**config.mk**
```make
export PLATFORM = sky130hd
export DESIGN_NAME = tfc_delay_ctrl
export DESIGN_NICKNAME = d
export VERILOG_FILES = /design/src/rtl/tfc_delay_ctrl.sv
export SDC_FILE = /design/constraint.sdc
export NUM_CORES = 1
export LEC_CHECK = 0
export ABC_CLOCK_PERIOD_IN_PS = 3260
export BUFFER_PORTS_ARGS = -buffer_cell sky130_fd_sc_hd__buf_2
export CELL_PAD_IN_SITES_DETAIL_PLACEMENT = 2
export CELL_PAD_IN_SITES_GLOBAL_PLACEMENT = 2
export CORE_ASPECT_RATIO = 0.7
export CORE_MARGIN = 2
export CORE_UTILIZATION = 30
export DETAILED_ROUTE_END_ITERATION = 16
export PLACE_DENSITY = 0.82
export SLEW_MARGIN = 20
export SYNTH_ARGS = -nofsm -noshare
export SYNTH_HDL_FRONTEND = slang
export SYNTH_SLANG_ARGS = --single-unit
export TNS_END_PERCENT = 50
```
**constraint.sdc**
```tcl
create_clock -name main_clk -period 3.26 [get_ports main_clk]
set_clock_uncertainty 0.2 [all_clocks]
set_input_delay 0.652 -clock main_clk [delete_from_list [all_inputs] [get_ports main_clk]]
set_output_delay 0.652 -clock main_clk [all_outputs]
set_load 0.01 [all_outputs]
```
**src/rtl/tfc_delay_ctrl.sv**
```systemverilog
// Delay-line tap controller: arbitrates two delay requests, applies the new tap on orbit_sync, then masks TFC for target+2 cycles.
// tfc_out has 1-cycle latency; requesters are backpressured (ready low) outside IDLE and while rst is high.
module tfc_delay_ctrl #(
  parameter int TFC_WIDTH   = 8,
  parameter int LEN_WIDTH   = 8,
  parameter int MAX_LEN     = 200,
  parameter int DEFAULT_LEN = 16
) (
  input  logic                 main_clk,
  input  logic                 rst,
  input  logic                 req_a_valid,
  input  logic [LEN_WIDTH-1:0] req_a_len,
  output logic                 req_a_ready,
  input  logic                 req_b_valid,
  input  logic [LEN_WIDTH-1:0] req_b_len,
  output logic                 req_b_ready,
  input  logic                 orbit_sync,
  input  logic                 abort,
  output logic [LEN_WIDTH-1:0] fifo_len,
  input  logic [TFC_WIDTH-1:0] tfc_dp_in,
  output logic [TFC_WIDTH-1:0] tfc_out,
  output logic                 busy,
  output logic                 done,
  output logic                 err_range
);

  typedef enum logic [1:0] {IDLE, PENDING, FLUSH} state_t;

  localparam logic [LEN_WIDTH:0]   MAX_LEN_X = (LEN_WIDTH+1)'(MAX_LEN);
  localparam logic [LEN_WIDTH-1:0] DEF_LEN   = LEN_WIDTH'(DEFAULT_LEN);
  localparam logic [LEN_WIDTH:0]   CNT_ONE   = (LEN_WIDTH+1)'(1);

  state_t               state, state_nxt;
  logic [LEN_WIDTH-1:0] target, target_nxt;
  logic [LEN_WIDTH-1:0] fifo_len_nxt;
  logic [LEN_WIDTH:0]   cnt, cnt_nxt;
  logic                 done_nxt, err_nxt;
  logic                 last_grant, last_grant_nxt;  // 1 = B was granted last
  logic                 grant_a, grant_b, accept;
  logic [LEN_WIDTH-1:0] acc_len;

  always_comb begin
    grant_a        = req_a_valid && (!req_b_valid || last_grant);
    grant_b        = req_b_valid && !grant_a;
    req_a_ready    = !rst && (state == IDLE) && grant_a;
    req_b_ready    = !rst && (state == IDLE) && grant_b;
    accept         = req_a_ready || req_b_ready;
    acc_len        = req_a_ready ? req_a_len : req_b_len;
    busy           = (state != IDLE);

    state_nxt      = state;
    target_nxt     = target;
    fifo_len_nxt   = fifo_len;
    cnt_nxt        = cnt;
    done_nxt       = 1'b0;
    err_nxt        = 1'b0;
    last_grant_nxt = last_grant;

    case (state)
      IDLE: begin
        if (accept) begin
          last_grant_nxt = req_b_ready;
          if ({1'b0, acc_len} > MAX_LEN_X) begin
            err_nxt = 1'b1;
          end else if (acc_len == fifo_len) begin
            done_nxt = 1'b1;
          end else begin
            target_nxt = acc_len;
            state_nxt  = PENDING;
          end
        end
      end
      PENDING: begin
        // orbit_sync takes priority over a simultaneous abort
        if (orbit_sync) begin
          fifo_len_nxt = target;
          cnt_nxt      = {1'b0, target} + CNT_ONE;
          state_nxt    = FLUSH;
        end else if (abort) begin
          state_nxt = IDLE;
        end
      end
      FLUSH: begin
        if (cnt == '0) begin
          state_nxt = IDLE;
          done_nxt  = 1'b1;
        end else begin
          cnt_nxt = cnt - CNT_ONE;
        end
      end
      default: state_nxt = IDLE;
    endcase
  end

  always_ff @(posedge main_clk) begin
    if (rst) begin
      state      <= IDLE;
      target     <= '0;
      fifo_len   <= DEF_LEN;
      cnt        <= '0;
      done       <= 1'b0;
      err_range  <= 1'b0;
      last_grant <= 1'b1;
      tfc_out    <= '0;
    end else begin
      state      <= state_nxt;
      target     <= target_nxt;
      fifo_len   <= fifo_len_nxt;
      cnt        <= cnt_nxt;
      done       <= done_nxt;
      err_range  <= err_nxt;
      last_grant <= last_grant_nxt;
      tfc_out    <= (state == FLUSH) ? '0 : tfc_dp_in;
    end
  end

endmodule

```
==> reports/summary.md <==
• completed — result of the run
• sky130_fd_sc_hd__buf_2 (50), sky130_fd_sc_hd__dfxtp_1 (38), sky130_fd_sc_hd__nand2_1 (25), sky130_fd_sc_hd__nor2_1 (22), sky130_fd_sc_hd__a21oi_1 (14) — most used cells in the layout excluding fill and tap cells
• 2028 — number of global-route vias before repair
• 0.805 ns — Slew @ Worst Pin
• 0.00115 sq mm — area taken by multi-input logic gates
• 315 — Final Net Count
• 0.847 — RePlAce Congestion
• 24 — floorplan row count
• 0.30 ns — clock latency on the worst-skew pair
• 0 — final setup fails
• 32 — pin count of the biggest net entering global routing
• 25.1% — share of cells above drive strength 1
• 0.280 ns — post-route worst hold slack
• 0 — GRT overflow
• 31.5% — initial cell density of the core
• false — RSZ-0062 raised after global routing
• 0 — post-cts sizing count
• 38.3% — sequential fraction of the synthesis area
• 17.9 microns — Wirelength per Cell
• 0.08 ns — register clock-pin slew on the reported worst setup and hold paths
• register — CP Capture Type
• 38 — number of flip-flops and latches in the synthesized netlist
• 5.02 mm — placed wire-length estimate
• 464 mW/mm^2 — power per unit of standard cell area
• 2 — Max Buffers Root-to-Sink
• 1911 — vias post-DR
• reg2reg — path category of the worst min-delay check
• 101 microns — die boundary width
• 0 ns — summed negative setup slack over all endpoints
• 230 — post-synthesis instance total
• 0.00241 sq mm — Post-Layout Inst Area
• 87.8% — crit share post-route
• 4 — first-pass iteration count of the detailed router
• 740 — fill cell total of the finished layout
• 1.12 mW — overall power of the completed layout
• 19.1% — Total GRT Usage
• sky130_fd_sc_hd__clkbuf_8 — root buffer cell
• 50 — Port Buffer Count
• 0.00233 sq mm — placed instance area
• 354 — cell count after placement
• 3.26 ns — Required @ worst endpoint
• 0 — Final Max Slew Viols
• 77 — number of DRC violations after detailed-routing iteration 0
• 2.87 ns — Data arrival, critical path
• sky130_fd_sc_hd__buf_2 — most common cell after layout, fill and taps aside
• 0 — initial antenna violation count
• 5.29 — drt via density
• buf_2, nor3_4, nand3_4, clkinv_2, mux2i_1, a2bb2oi_1, a41oi_4, nor2_1, a211oi_1 — cell-by-cell trace of the critical path
• input port — Setup crit start kind
• 0.00631 sq mm — area of the core region
• 21.1% — Synth-to-Final Area Change
• 72.1 microns — die height
• 262 — number of nets in the synthesized netlist
• 51 — count of pins on the block boundary
• 0.00199 sq mm — synthesized area
• 0.396 ns — slack of the critical path
• 0 — count of endpoints failing hold in the final timing report
• 46.2% — worst rel slew slack
• 0.994 nW — leakage power of the design
• 0 — number of setup buffers added after CTS
• 361 — non-filler cells in the finished layout
• 0.133 ns — pre-CTS WS
• 0 — count of nets left with antenna violations after detail routing
• in2reg — Worst Setup Path Type
• 0 — hold bufs inserted after CTS
• 2 — H-tree lvl count
• 2.86 ns — minimum clock period
• 0.000157 V — Max rail drop VDD
• 38.2% — final design utilization
• 0% — async set-reset flop share out of synthesis
• 0.00730 sq mm — die area
• 0 — number of synthesized flops with an enable pin
• 0 — warnings from Yosys
• 761 sq um — footprint of the flip-flops and latches
• 10.8 mm — wire length of the first global-routing pass
• 5 — TritonCTS buffer count
• 0 — max-capacitance violation count
• sky130_fd_sc_hd__dfxtp_1 — most common flop cell mapped by yosys
• sky130_fd_sc_hd__a41oi_4 — highest-delay cell along the critical path
• 8.64 sq um — Avg Synthesized Cell Area
• 0 — # diodes
• 49 — count of cell types in the netlist
• 349 MHz — FMAX
• done — CTS tree
• 6.46 mm — total length of routed wires
• 38 — Sinks on Clock Net
• 0.57 ns — delay of the slowest cell on the worst path
• 0 — number of remaining DRC errors
• 17 — largest fanout on the critical path
==> cell families after synthesis <==
logic type / after synthesis / share of synthesized area [%]
multiplexers: 10 / 5.35
AND/OR/NAND/NOR: 90 / 23.3
flip-flops: 38 / 38.3
AO/OA/AOI/OAI: 63 / 24.0
buffers and inverters: 18 / 3.84
adder cells (fa/ha/maj): 2 / 1.26
XOR/XNOR: 9 / 3.96
==> area by class of cell <==
class	count	share of cell area (%)
repair buffers	54	11.6
flip-flops and latches	38	31.6
clock inverters	1	0.312
clock buffers	6	3.01
well taps	78	4.05
inverters	10	1.61
multi-input cells	174	47.8
==> where the power goes <==
group / total [mW] / switching [mW] / leakage [nW] / internal [mW]
registers: 0.532 / 0.0358 / 0.311 / 0.496
clock network: 0.324 / 0.177 / 0.0373 / 0.147
logic: 0.261 / 0.152 / 0.646 / 0.109
total: 1.12 / 0.365 / 0.994 / 0.752
==> Yosys cell counts, types with 3 or more instances <==
cell type                  number  share of area (%)
sky130_fd_sc_hd__or3_1          3               0.94
sky130_fd_sc_hd__o22ai_1        6                1.9
sky130_fd_sc_hd__a211oi_1       8                3.0
sky130_fd_sc_hd__nand3_1        7                1.8
sky130_fd_sc_hd__nor3_1         3               0.75
sky130_fd_sc_hd__a21oi_1       14                3.5
sky130_fd_sc_hd__xor2_1         8                3.5
sky130_fd_sc_hd__o31a_1         3                1.3
sky130_fd_sc_hd__inv_1          9                1.7
sky130_fd_sc_hd__dfxtp_1       38                 38
sky130_fd_sc_hd__o21ai_0        9                2.3
sky130_fd_sc_hd__a211oi_2       3                1.9
sky130_fd_sc_hd__nand2b_1       5                1.6
sky130_fd_sc_hd__clkbuf_1       7                1.3
sky130_fd_sc_hd__nor2b_1        3               0.94
sky130_fd_sc_hd__nand2_1       25                4.7
sky130_fd_sc_hd__and2_1         9                2.8
sky130_fd_sc_hd__a22oi_1        3                1.1
sky130_fd_sc_hd__nor2_1        22                4.2
sky130_fd_sc_hd__mux2i_1        8                4.0
==> worst paths after layout <==
| path | endpoint | from | slack [ns] | cells past startpoint |
|---|---|---|---|---|
| min | fifo_len[3] | fifo_len[3] | 0.28 | 2 |
| min reg2reg | fifo_len[3] | fifo_len[3] | 0.28 | 2 |
| max reg2reg | target[5] | state[1] | 0.41 | 8 |
| max | target[5] | rst | 0.40 | 9 |
==> routing by layer <==
layer / track usage (%) / wire length, microns
met5: 0 / 0
met4: 3.60 / 34
met3: 4.14 / 279
met2: 29.2 / 2750
met1: 27.9 / 3400
==> flip-flops by register name (all words and copies together) (netlist names) <==
signal      count
tfc_out         8
last_grant      1
done            1
fifo_len        8
target          8
cnt             9
state           2
err_range       1
==> critical path: cells and delay by family <==
family                 cells  cell delay [ns]
buffers and inverters      2             0.32
AND/OR/NAND/NOR            3             0.54
multiplexers               1             0.32
AO/OA/AOI/OAI              3             1.03
Power figures use the tool's default switching activity.
